## src/rtl/ctl_xfer_seq_if.sv

```systemverilog
// EP0 control-transfer sequencer bus: SETUP fields, responder request/grant,
// the two responder IN streams, the packetiser IN stream and latched fields.
interface ctl_xfer_seq_if;
  logic        setup_valid_i;
  logic [7:0]  setup_type_i;
  logic [7:0]  setup_request_i;
  logic [15:0] setup_value_i;
  logic [15:0] setup_index_i;
  logic [15:0] setup_length_i;
  logic        status_done_i;

  logic        std_req_o;
  logic        usr_req_o;
  logic        std_gnt_i;
  logic        usr_gnt_i;

  logic        std_tvalid_i;
  logic        std_tlast_i;
  logic [7:0]  std_tdata_i;
  logic        std_tready_o;

  logic        usr_tvalid_i;
  logic        usr_tlast_i;
  logic [7:0]  usr_tdata_i;
  logic        usr_tready_o;

  logic        ctl_tvalid_o;
  logic        ctl_tlast_o;
  logic [7:0]  ctl_tdata_o;
  logic        ctl_tready_i;

  logic [7:0]  xfer_type_o;
  logic [7:0]  xfer_request_o;
  logic [15:0] xfer_value_o;
  logic [15:0] xfer_index_o;
  logic [15:0] xfer_length_o;
  logic        stall_o;

  modport slave (
    input  setup_valid_i, setup_type_i, setup_request_i, setup_value_i,
           setup_index_i, setup_length_i, status_done_i,
           std_gnt_i, usr_gnt_i,
           std_tvalid_i, std_tlast_i, std_tdata_i,
           usr_tvalid_i, usr_tlast_i, usr_tdata_i,
           ctl_tready_i,
    output std_req_o, usr_req_o, std_tready_o, usr_tready_o,
           ctl_tvalid_o, ctl_tlast_o, ctl_tdata_o,
           xfer_type_o, xfer_request_o, xfer_value_o, xfer_index_o,
           xfer_length_o, stall_o
  );

  modport master (
    output setup_valid_i, setup_type_i, setup_request_i, setup_value_i,
           setup_index_i, setup_length_i, status_done_i,
           std_gnt_i, usr_gnt_i,
           std_tvalid_i, std_tlast_i, std_tdata_i,
           usr_tvalid_i, usr_tlast_i, usr_tdata_i,
           ctl_tready_i,
    input  std_req_o, usr_req_o, std_tready_o, usr_tready_o,
           ctl_tvalid_o, ctl_tlast_o, ctl_tdata_o,
           xfer_type_o, xfer_request_o, xfer_value_o, xfer_index_o,
           xfer_length_o, stall_o
  );
endinterface

```

## src/rtl/ctl_xfer_seq.sv

```systemverilog
// EP0 control-transfer sequencer: latches SETUP, routes the request to the
// standard or user responder, forwards its IN data with packet/length framing.
// Optional macro CTL_XFER_TIMEOUT_EN adds a grant-wait timeout into STALL.
//
// state  | meaning
// IDLE   | no transfer; outputs quiet
// GRANT  | request raised to the selected responder, waiting for gnt
// DATA   | IN data forwarded from the selected responder
// STATUS | data done, req held until the host finishes the status stage
// STALL  | unsupported or failed request; only a new SETUP leaves
module ctl_xfer_seq #(
  parameter int MAX_PACKET     = 64,
  parameter int TIMEOUT_CYCLES = 1024
) (
  input logic           clock,
  input logic           reset,
  ctl_xfer_seq_if.slave bus
);

  typedef enum logic [2:0] {IDLE, GRANT, DATA, STATUS, STALL} state_t;

  state_t      state, state_nxt;
  logic        sel_usr;
  logic        fresh;      // first GRANT cycle after a SETUP: req held low
  logic [15:0] byte_cnt;
  logic [6:0]  pkt_cnt;
  logic [7:0]  type_q, request_q;
  logic [15:0] value_q, index_q, length_q;

  logic        src_tvalid, src_tlast, src_gnt;
  logic [7:0]  src_tdata;
  logic        in_data, req_active, beat, len_hit, pkt_hit, timeout_hit;

  assign in_data    = (state == DATA);
  assign req_active = ((state == GRANT) && !fresh) || in_data || (state == STATUS);
  assign len_hit    = ({1'b0, byte_cnt} + 17'd1) == {1'b0, length_q};
  assign pkt_hit    = (pkt_cnt == 7'(MAX_PACKET - 1));
  assign beat       = bus.ctl_tvalid_o && bus.ctl_tready_i;

  // Select the responder stream and grant named by the latched request type.
  always_comb begin
    src_tvalid = bus.std_tvalid_i;
    src_tlast  = bus.std_tlast_i;
    src_tdata  = bus.std_tdata_i;
    src_gnt    = bus.std_gnt_i;
    if (sel_usr) begin
      src_tvalid = bus.usr_tvalid_i;
      src_tlast  = bus.usr_tlast_i;
      src_tdata  = bus.usr_tdata_i;
      src_gnt    = bus.usr_gnt_i;
    end
  end

  assign bus.ctl_tvalid_o   = in_data && src_tvalid;
  assign bus.ctl_tdata_o    = in_data ? src_tdata : 8'h00;
  assign bus.ctl_tlast_o    = in_data && src_tvalid && (len_hit || src_tlast || pkt_hit);
  assign bus.std_tready_o   = in_data && !sel_usr && bus.ctl_tready_i;
  assign bus.usr_tready_o   = in_data &&  sel_usr && bus.ctl_tready_i;
  assign bus.std_req_o      = req_active && !sel_usr;
  assign bus.usr_req_o      = req_active &&  sel_usr;
  assign bus.stall_o        = (state == STALL);
  assign bus.xfer_type_o    = type_q;
  assign bus.xfer_request_o = request_q;
  assign bus.xfer_value_o   = value_q;
  assign bus.xfer_index_o   = index_q;
  assign bus.xfer_length_o  = length_q;

`ifdef CTL_XFER_TIMEOUT_EN
  localparam int TW = $clog2(TIMEOUT_CYCLES + 1);
  logic [TW-1:0] tmo_cnt;

  // Count cycles spent waiting in GRANT; restarts on every new SETUP.
  always_ff @(posedge clock) begin
    if (reset || (state != GRANT) || bus.setup_valid_i) tmo_cnt <= '0;
    else                                                 tmo_cnt <= tmo_cnt + 1'b1;
  end

  assign timeout_hit = (state == GRANT) && (tmo_cnt == TW'(TIMEOUT_CYCLES - 1));
`else
  assign timeout_hit = 1'b0;
`endif

  // State register.
  always_ff @(posedge clock) begin
    if (reset) state <= IDLE;
    else       state <= state_nxt;
  end

  // Next-state logic; a new SETUP overrides everything, including status_done.
  always_comb begin
    state_nxt = state;
    case (state)
      IDLE:   state_nxt = IDLE;
      GRANT: begin
        if (req_active && src_gnt)
          state_nxt = (type_q[7] && (length_q != 16'd0)) ? DATA : STATUS;
        else if (timeout_hit)
          state_nxt = STALL;
      end
      DATA:   if (beat && (len_hit || src_tlast)) state_nxt = STATUS;
      STATUS: if (bus.status_done_i) state_nxt = IDLE;
      STALL:  state_nxt = STALL;
      default: state_nxt = IDLE;
    endcase
    if (bus.setup_valid_i)
      state_nxt = (bus.setup_type_i[6:5] == 2'b11) ? STALL : GRANT;
  end

  // Latch SETUP fields and target select; remember the req-drop cycle.
  always_ff @(posedge clock) begin
    if (reset) begin
      type_q    <= '0;
      request_q <= '0;
      value_q   <= '0;
      index_q   <= '0;
      length_q  <= '0;
      sel_usr   <= 1'b0;
      fresh     <= 1'b0;
    end else begin
      fresh <= bus.setup_valid_i;
      if (bus.setup_valid_i) begin
        type_q    <= bus.setup_type_i;
        request_q <= bus.setup_request_i;
        value_q   <= bus.setup_value_i;
        index_q   <= bus.setup_index_i;
        length_q  <= bus.setup_length_i;
        sel_usr   <= (bus.setup_type_i[6:5] != 2'b00);
      end
    end
  end

  // Byte and in-packet counters: cleared in GRANT, advanced per accepted beat.
  always_ff @(posedge clock) begin
    if (reset || bus.setup_valid_i || (state == GRANT)) begin
      byte_cnt <= '0;
      pkt_cnt  <= '0;
    end else if (beat) begin
      byte_cnt <= byte_cnt + 16'd1;
      pkt_cnt  <= pkt_hit ? 7'd0 : pkt_cnt + 7'd1;
    end
  end

endmodule

```

## src/flat_wrapper.sv

```systemverilog
// flat-port wrapper written by rule: the top's interface ports become plain ports
module ctl_xfer_seq_flat 
#(
  parameter int MAX_PACKET     = 64,
  parameter int TIMEOUT_CYCLES = 1024
)
  (clock, reset, bus_setup_valid_i, bus_setup_type_i, bus_setup_request_i, bus_setup_value_i, bus_setup_index_i, bus_setup_length_i, bus_status_done_i, bus_std_gnt_i, bus_usr_gnt_i, bus_std_tvalid_i, bus_std_tlast_i, bus_std_tdata_i, bus_usr_tvalid_i, bus_usr_tlast_i, bus_usr_tdata_i, bus_ctl_tready_i, bus_std_req_o, bus_usr_req_o, bus_std_tready_o, bus_usr_tready_o, bus_ctl_tvalid_o, bus_ctl_tlast_o, bus_ctl_tdata_o, bus_xfer_type_o, bus_xfer_request_o, bus_xfer_value_o, bus_xfer_index_o, bus_xfer_length_o, bus_stall_o);
  ctl_xfer_seq_if bus_i ();
  input logic clock;
  input logic reset;
  input wire logic [$bits(bus_i.setup_valid_i)-1:0] bus_setup_valid_i;
  input wire logic [$bits(bus_i.setup_type_i)-1:0] bus_setup_type_i;
  input wire logic [$bits(bus_i.setup_request_i)-1:0] bus_setup_request_i;
  input wire logic [$bits(bus_i.setup_value_i)-1:0] bus_setup_value_i;
  input wire logic [$bits(bus_i.setup_index_i)-1:0] bus_setup_index_i;
  input wire logic [$bits(bus_i.setup_length_i)-1:0] bus_setup_length_i;
  input wire logic [$bits(bus_i.status_done_i)-1:0] bus_status_done_i;
  input wire logic [$bits(bus_i.std_gnt_i)-1:0] bus_std_gnt_i;
  input wire logic [$bits(bus_i.usr_gnt_i)-1:0] bus_usr_gnt_i;
  input wire logic [$bits(bus_i.std_tvalid_i)-1:0] bus_std_tvalid_i;
  input wire logic [$bits(bus_i.std_tlast_i)-1:0] bus_std_tlast_i;
  input wire logic [$bits(bus_i.std_tdata_i)-1:0] bus_std_tdata_i;
  input wire logic [$bits(bus_i.usr_tvalid_i)-1:0] bus_usr_tvalid_i;
  input wire logic [$bits(bus_i.usr_tlast_i)-1:0] bus_usr_tlast_i;
  input wire logic [$bits(bus_i.usr_tdata_i)-1:0] bus_usr_tdata_i;
  input wire logic [$bits(bus_i.ctl_tready_i)-1:0] bus_ctl_tready_i;
  output wire logic [$bits(bus_i.std_req_o)-1:0] bus_std_req_o;
  output wire logic [$bits(bus_i.usr_req_o)-1:0] bus_usr_req_o;
  output wire logic [$bits(bus_i.std_tready_o)-1:0] bus_std_tready_o;
  output wire logic [$bits(bus_i.usr_tready_o)-1:0] bus_usr_tready_o;
  output wire logic [$bits(bus_i.ctl_tvalid_o)-1:0] bus_ctl_tvalid_o;
  output wire logic [$bits(bus_i.ctl_tlast_o)-1:0] bus_ctl_tlast_o;
  output wire logic [$bits(bus_i.ctl_tdata_o)-1:0] bus_ctl_tdata_o;
  output wire logic [$bits(bus_i.xfer_type_o)-1:0] bus_xfer_type_o;
  output wire logic [$bits(bus_i.xfer_request_o)-1:0] bus_xfer_request_o;
  output wire logic [$bits(bus_i.xfer_value_o)-1:0] bus_xfer_value_o;
  output wire logic [$bits(bus_i.xfer_index_o)-1:0] bus_xfer_index_o;
  output wire logic [$bits(bus_i.xfer_length_o)-1:0] bus_xfer_length_o;
  output wire logic [$bits(bus_i.stall_o)-1:0] bus_stall_o;
  assign bus_i.setup_valid_i = bus_setup_valid_i;
  assign bus_i.setup_type_i = bus_setup_type_i;
  assign bus_i.setup_request_i = bus_setup_request_i;
  assign bus_i.setup_value_i = bus_setup_value_i;
  assign bus_i.setup_index_i = bus_setup_index_i;
  assign bus_i.setup_length_i = bus_setup_length_i;
  assign bus_i.status_done_i = bus_status_done_i;
  assign bus_i.std_gnt_i = bus_std_gnt_i;
  assign bus_i.usr_gnt_i = bus_usr_gnt_i;
  assign bus_i.std_tvalid_i = bus_std_tvalid_i;
  assign bus_i.std_tlast_i = bus_std_tlast_i;
  assign bus_i.std_tdata_i = bus_std_tdata_i;
  assign bus_i.usr_tvalid_i = bus_usr_tvalid_i;
  assign bus_i.usr_tlast_i = bus_usr_tlast_i;
  assign bus_i.usr_tdata_i = bus_usr_tdata_i;
  assign bus_i.ctl_tready_i = bus_ctl_tready_i;
  assign bus_std_req_o = bus_i.std_req_o;
  assign bus_usr_req_o = bus_i.usr_req_o;
  assign bus_std_tready_o = bus_i.std_tready_o;
  assign bus_usr_tready_o = bus_i.usr_tready_o;
  assign bus_ctl_tvalid_o = bus_i.ctl_tvalid_o;
  assign bus_ctl_tlast_o = bus_i.ctl_tlast_o;
  assign bus_ctl_tdata_o = bus_i.ctl_tdata_o;
  assign bus_xfer_type_o = bus_i.xfer_type_o;
  assign bus_xfer_request_o = bus_i.xfer_request_o;
  assign bus_xfer_value_o = bus_i.xfer_value_o;
  assign bus_xfer_index_o = bus_i.xfer_index_o;
  assign bus_xfer_length_o = bus_i.xfer_length_o;
  assign bus_stall_o = bus_i.stall_o;
  ctl_xfer_seq #(.MAX_PACKET(MAX_PACKET), .TIMEOUT_CYCLES(TIMEOUT_CYCLES)) u_core (.clock(clock), .reset(reset), .bus(bus_i));
endmodule
```

## config.mk

```make
export PLATFORM = sky130hd
export DESIGN_NAME = ctl_xfer_seq_flat
export DESIGN_NICKNAME = d
export VERILOG_FILES = /design/src/rtl/ctl_xfer_seq_if.sv /design/src/rtl/ctl_xfer_seq.sv /design/src/flat_wrapper.sv
export SDC_FILE = /design/constraint.sdc
export NUM_CORES = 1
export LEC_CHECK = 0
export BUFFER_PORTS_ARGS = -buffer_cell sky130_fd_sc_hd__buf_2
export CAP_MARGIN = 10
export CORE_ASPECT_RATIO = 0.8
export CORE_MARGIN = 5
export CORE_UTILIZATION = 48
export DETAILED_ROUTE_END_ITERATION = 7
export PLACE_DENSITY = 0.79
export SYNTH_ARGS = -nofsm -noshare
export SYNTH_HDL_FRONTEND = slang
export SYNTH_SLANG_ARGS = --single-unit
```

## constraint.sdc

```tcl
create_clock -name clock -period 2.6 [get_ports clock]
set_input_delay 0.13 -clock clock [delete_from_list [all_inputs] [get_ports clock]]
set_output_delay 0.13 -clock clock [all_outputs]
set_load 0.02 [all_outputs]
```

==> results of run 1 <==
-- final cells by class --
type / instances / area share, %
clock inverters: 6 / 1.19
flip-flops and latches: 92 / 31.0
well taps: 112 / 2.34
repair buffers: 234 / 24.5
clock buffers: 9 / 2.07
inverters: 8 / 0.501
multi-input cells: 336 / 38.5
-- worst min path at each step --
stage,cells past startpoint,from,end
2_1_floorplan,2,bus_setup_request_i[0],u_core.bus.xfer_request_o[0]
3_3_place_gp,3,bus_setup_value_i[0],u_core.bus.xfer_value_o[0]
3_5_place_dp,3,bus_setup_index_i[5],u_core.bus.xfer_index_o[5]
4_1_cts,3,bus_setup_length_i[14],u_core.bus.xfer_length_o[14]
5_1_grt,3,bus_setup_value_i[0],u_core.bus.xfer_value_o[0]
6_report,3,bus_setup_value_i[0],u_core.bus.xfer_value_o[0]
-- routing by layer --
layer  GRT usage (%)  part of all wire, %  vias to the layer above  wire length, um
met5               0                    0                        -                0
met4            9.29                  2.9                        0              400
met3            9.27                  8.9                       41             1220
met2            43.8                   49                      176             6750
met1            29.2                   39                     1958             5350
li1                -                    -                     2027                -
-- state kept, by name (all words and copies together) (netlist names) --
name                       cells
u_core.bus.xfer_index_o       16
u_core.bus.xfer_length_o      16
u_core.bus.xfer_request_o      8
u_core.bus.xfer_type_o         8
u_core.bus.xfer_value_o       16
u_core.byte_cnt               16
u_core.fresh                   1
u_core.pkt_cnt                 7
u_core.sel_usr                 1
u_core.state                   3
-- timing repair --
action,CTS,global route
hold buffers,45,1
resized for setup,19,5
endpoints found under the setup margin,1,1
pin swaps,7,2
hold endpoints to repair,45,1
buffers inserted,4,2
-- logic make-up (layout without fill, tap and decap cells) --
group	after synthesis	count (layout)	share of synthesized area, %
and+or+nand+nor	185	185	20.3
AOI/OAI and AO/OA	33	33	5.45
buffers and inverters	35	257	3.38
muxes	77	77	18.3
DFF	92	92	43.6
xor gates and xnor gates	39	39	8.44
adders and majority gates	2	2	0.592
-- power groups by stage --
stage          combinational (mW)  clock (mW)  sequential (mW)
2_1_floorplan               0.204           0             1.62
3_3_place_gp                0.438           0             1.55
3_5_place_dp                0.449           0             1.56
4_1_cts                     0.503       0.995             1.52
5_1_grt                     0.563        1.06             1.54
6_report                    0.522       0.978             1.53
-- placed cells by master (no fill, tap or decap), types with 15 or more instances in the layout --
cell type,synthesis,final
dlygate4sd3_1,0,46
mux2i_1,75,75
xnor2_1,23,23
nand2_1,19,19
buf_4,3,20
dfxtp_1,92,83
nor2_1,107,107
buf_2,0,167
xor2_1,15,15
-- worst max-delay path, stage by stage (launching register included) --
cell and delay [ns]:
dfxtp_1 0.40, nand4_1 0.18, or4_4 0.47, or3_4 0.35, a221oi_2 0.28, nand4_1 0.19
a21boi_1 0.16, buf_4 0.16
-- stage by stage --
stage                     setup WS, ns  power, mW  cell area, um2  hold WS (ns)
final                          -0.0900       3.03            6000       0.00751
after CTS                    0.0000830       3.02            5940       0.00148
after global placement           0.174       1.99            5210         0.361
after detailed placement         0.144       2.01            5210         0.371
after global routing            -0.204       3.16            6000        0.0213
after floorplan                  0.115       1.82            4230         0.278
==> flow_summary_export.csv, run 1 <==
group,metric,value,unit
cts,cts_tree,"yes",
grt,grt_overflow,0,
cts,clock_path_buffers,2,
cts,cts-buffers-inserted,9,
pwr,power_frac_comb,17.2,%
status,violations,"negative setup slack",
sta,skew,0.00570,ns
flow_run,maxCapViolations,0,
yosys,synth-seq-cells,92,
routing,wl_per_cell,17.2,um
pwr,p_sw,0.867,mW
routing,drt_pass1_iterations,4,
floorplanning,die-area,10800,um2
sta,fmax,372,MHz
yosys,synthesis.area,4230,um2
critical_path,required,2.47,ns
layout,multi_input_area,2310,um2
floorplanning,pin_count,170,
floorplanning,core_area,8520,um2
yosys,synthesis.nets,556,
pwr,peakVddDrop,0.000446,V
grt,grtUsageTotal,25.6,%
cts,clock-root-buffer,"clkbuf_8",
critical_path,cp.arrival,2.56,ns
routing,vias,4202,
yosys,synth_cell_types,49,
critical_path,critPathLaunch,"u_core.byte_cnt[7]",
pwr,pwr-share-seq,50.5,%
floorplanning,die_w,115,um
sta,hold_violations,0,
critical_path,path_class,"reg2out",
yosys,synthTopCellsByCount,"nor2_1 (107), dfxtp_1 (92), mux2i_1 (75)",
critical_path,start_kind,"register",
floorplanning,die_y,93.9,um
sta,fin_crit_sh,103,%
floorplanning,num_rows,30,
yosys,synth_top_cell_by_area,"dfxtp_1",
pwr,p_int,2.16,mW
routing,remaining_drc_errors,0,
layout,diodes,0,
placed_design,dp_hpwl,8.84,mm
placed_design,placedCellCount,730,
layout,final_core_util,70.4,%
layout,drive_above_1_share,33.4,%
yosys,ys.flop_type,"dfxtp_1",
grt,grt_pass1_vias,4418,
pwr,cellPowerDensity,505,nW/um2
sta,slew_headroom,37.3,%
routing,drt_iter0_drc,206,
cts,cts_sinks,92,
yosys,synthArstFlopShare,0,%
sta,setup-tns-final,-0.0900,ns
cts,clk_latency,0.37,ns
sta,worst_pin_slew,0.935,ns
grt,grt_pass1_wl,21.9,mm
layout,syn2layout_area_growth,41.9,%
status,status,"finished with violations",
yosys,syn_avg_cell_area,9.13,um2
layout,ff_latch_area,1860,um2
cts,clk_transition_reported_paths,0.10,ns
layout,nets,774,
critical_path,reg2reg_from,"u_core.byte_cnt[7]",
grt,grt_max_degree,73,
routing,ant_nets,0,
critical_path,rrSetupSlack,0.17,ns
sta,setup_viol,1,
pwr,p_leak,2.81,nW
critical_path,rr_worst_depth,8,
pwr,clock_power_share,32.3,%
critical_path,endpoint,"bus_ctl_tlast_o",
critical_path,crit_fanout,5,
layout,final_cells,797,
critical_path,r2r_end,"u_core.state[0]",
placed_design,io_buffers,169,
yosys,synth_top_cells_by_area,"dfxtp_1 (44%), mux2i_1 (18%), nor2_1 (9.5%), xnor2_1 (4.8%), xor2_1 (3.1%)",
floorplanning,initial_utilization,49.6,%
sta,rsz0062_at_grt,"true",
yosys,ys_seq_area_share,43.6,%
routing,wl,13.7,mm
layout,fillers,598,
sta,drv_slew,0,
yosys,synth.most_common_cell,"nor2_1",
sta,period_needed,2.69,ns
cts,htreeDepth,3,
hold_path,hold_class,"in2reg",
routing,viasPerCell,5.27,
grt,antenna_found_initial,0,
critical_path,endpoint_kind,"output port",
yosys,synth_top_area_share,43.6,%
sta,fin_ws,-0.0900,ns
yosys,ys.warnings.count,0,
pwr,switching_share,28.6,%
yosys,postSynthCellCount,463,
placed_design,gp_congestion,0.946,
yosys,synth_edf_count,0,
Note: power is estimated with default switching activity, not from simulation.
==> run 2, diff against run 1 <==
Settings changed: CELL_PAD_IN_SITES_DETAIL_PLACEMENT from default to 0, CELL_PAD_IN_SITES_GLOBAL_PLACEMENT from default to 1, CORE_UTILIZATION 48 to 35, PLACE_DENSITY 0.79 to default, PLACE_DENSITY_LB_ADDON from default to 0.1.
==> run 2 against run 1 <==
Design area fell by 5.3%; sequential cell count did not move; clock power rose by 44%; fmax rose by 3.4%; via count fell by 10%; highest routed layer unchanged; critical path type unchanged; the run still ends with negative setup slack left; worst hold slack improved by 0.013 ns; cell count fell by 1.0%.
==> flow_summary_export.csv, run 2 (synthesis gave the netlist of run 1 again) <==
group,metric,value,unit
layout,final_cell_mix,"buf_2 (167), nor2_1 (107), dfxtp_1 (86)",
layout,layout_commonest_cell,"buf_2",
flow_run,maxCapViolations,0,
grt,grtUsageTotal,16.4,%
floorplanning,die-area,14400,um2
grt,antenna_found_initial,0,
placed_design,gp_congestion,0.887,
routing,drt_pass1_iterations,4,
layout,drive_above_1_share,35.2,%
routing,remaining_drc_errors,0,
routing,wl_per_cell,15.3,um
sta,fin_ws,-0.00181,ns
hold_path,hold_class,"in2reg",
cts,cts_sinks,92,
pwr,clock_power_share,41.5,%
sta,drv_slew,0,
sta,setup_viol,1,
critical_path,endpoint_kind,"output port",
cts,clock_path_buffers,2,
status,violations,"negative setup slack",
grt,grt_overflow,0,
layout,ff_latch_area,1850,um2
sta,period_needed,2.60,ns
placed_design,place_area,5270,um2
critical_path,slowest_stage,"or4_4",
cts,htreeDepth,3,
cts,cts_tree,"yes",
cts,cts_hold_buf,0,
critical_path,path_class,"reg2out",
pwr,pwr-share-seq,45.1,%
routing,drt_iter0_drc,345,
placed_design,io_buffers,169,
pwr,p_sw,0.865,mW
cts,cts-buffers-inserted,9,
critical_path,start_kind,"register",
routing,viasPerCell,4.78,
pwr,cellPowerDensity,596,nW/um2
floorplanning,die_y,108,um
floorplanning,die_w,133,um
critical_path,crit_fanout,2,
grt,grt_max_degree,70,
pwr,power_frac_comb,13.3,%
floorplanning,initial_utilization,36.3,%
sta,fmax,384,MHz
status,status,"finished with violations",
critical_path,cp.arrival,2.47,ns
routing,vias,3775,
sta,rsz0062_at_grt,"true",
floorplanning,core_area,11600,um2
cts,clk_latency,0.33,ns
sta,hold_violations,0,
layout,syn2layout_area_growth,34.4,%
floorplanning,pin_count,170,
pwr,peakVddDrop,0.000402,V
layout,design_area,5680,um2
grt,grt_pass1_vias,3722,
layout,fillers,1181,
routing,ant_nets,0,
cts,clock-root-buffer,"clkbuf_16",
sta,skew,0.00374,ns
layout,nets,729,
pwr,p_int,2.52,mW
grt,grt_pass1_wl,19.0,mm
sta,fin_crit_sh,100,%
critical_path,crit_path_cell_trace,"ha_4, inv_4, or4_4, or3_4, a221oi_2, nand4_1, a21boi_1, buf_4",
pwr,power,3.38,mW
layout,multi_input_area,2290,um2
layout,final_core_util,48.8,%
critical_path,critPathMaxStageDelay,0.53,ns
routing,wl,12.1,mm
floorplanning,num_rows,35,
pwr,switching_share,25.6,%
sta,slew_headroom,51.1,%
cts,clk_transition_reported_paths,0.07,ns
pwr,p_leak,2.67,nW
placed_design,dp_hpwl,9.18,mm
critical_path,required,2.47,ns
sta,worst_pin_slew,0.733,ns
==> run 2: cell count changes in the layout (fill, tap and decap cells not counted), sizes merged <==
cell,previous run,this run
dlygate4sd3,46,0
buf,188,189
bufinv,1,2
clkinv,1,0
clkinvlp,2,1
diode,0,1
inv,10,11
==> run 2: cell type report <==
class / count / area share, %
Antenna cell: 1 / 0.0441
Clock buffer: 9 / 3.97
Clock inverter: 6 / 1.65
Inverter: 8 / 0.573
Multi-Input combinational cell: 336 / 40.3
Sequential cell: 92 / 32.6
Tap cell: 148 / 3.26
Timing Repair Buffer: 189 / 17.6
==> run 2: path summary, 6_finish.rpt <==
check,from,endpoint,slack [ns],cells past startpoint
worst min register to register,u_core.pkt_cnt[1],u_core.pkt_cnt[1],0.47,2
worst min-delay path,bus_setup_index_i[8],u_core.bus.xfer_index_o[8],0.02,3
worst max-delay path,u_core.byte_cnt[1],bus_ctl_tlast_o,-0.002,8
worst max register to register,u_core.byte_cnt[1],u_core.state[0],0.39,8
==> run 2: metrics by stage <==
step | setup WS (ns) | hold slack (ns) | setup TNS, ns | cells
after global routing | -0.0663 | 0.0184 | -0.0663 | 788
final | -0.00181 | 0.0206 | -0.00181 | 789
after floorplan | 0.115 | 0.278 | 0 | 463
after CTS | -0.0157 | 0.0140 | -0.0157 | 788
after global placement | 0.150 | 0.363 | 0 | 770
after detailed placement | 0.136 | 0.372 | 0 | 770
==> run 2: metal layers <==
layer	vias to the layer above	share of wire, %	GRT usage, %
met3	16	8.4	6.74
met5	-	0	0
li1	1932	-	-
met2	121	45	24.9
met1	1706	45	21.5
met4	0	1.5	4.67
==> run 2: critical path: cells and delay by family, from the launching register on <==
family,cells,cell delay (ns)
adders and majority gates,1,0.15
buffers and inverters,2,0.19
and+or+nand+nor,3,1.04
DFF,1,0.35
AOI/OAI and AO/OA,2,0.40
==> run 2: timing repair <==
| item | in CTS | in global routing |
|---|---|---|
| cloned | 0 | 0 |
| pin swaps | 6 | 2 |
| endpoints found under the hold margin | 0 | 0 |
| endpoints found under the setup margin | 1 | 1 |
| setup buffers | 3 | 0 |
| gates resized for setup | 12 | 6 |
==> run 2: power by group through the flow <==
stage	clock network, mW	logic (mW)	registers, mW
CTS	1.45	0.455	1.53
global placement	0	0.447	1.56
finish	1.41	0.452	1.53
floorplan	0	0.204	1.62
detailed placement	0	0.452	1.56
global route	1.50	0.495	1.53
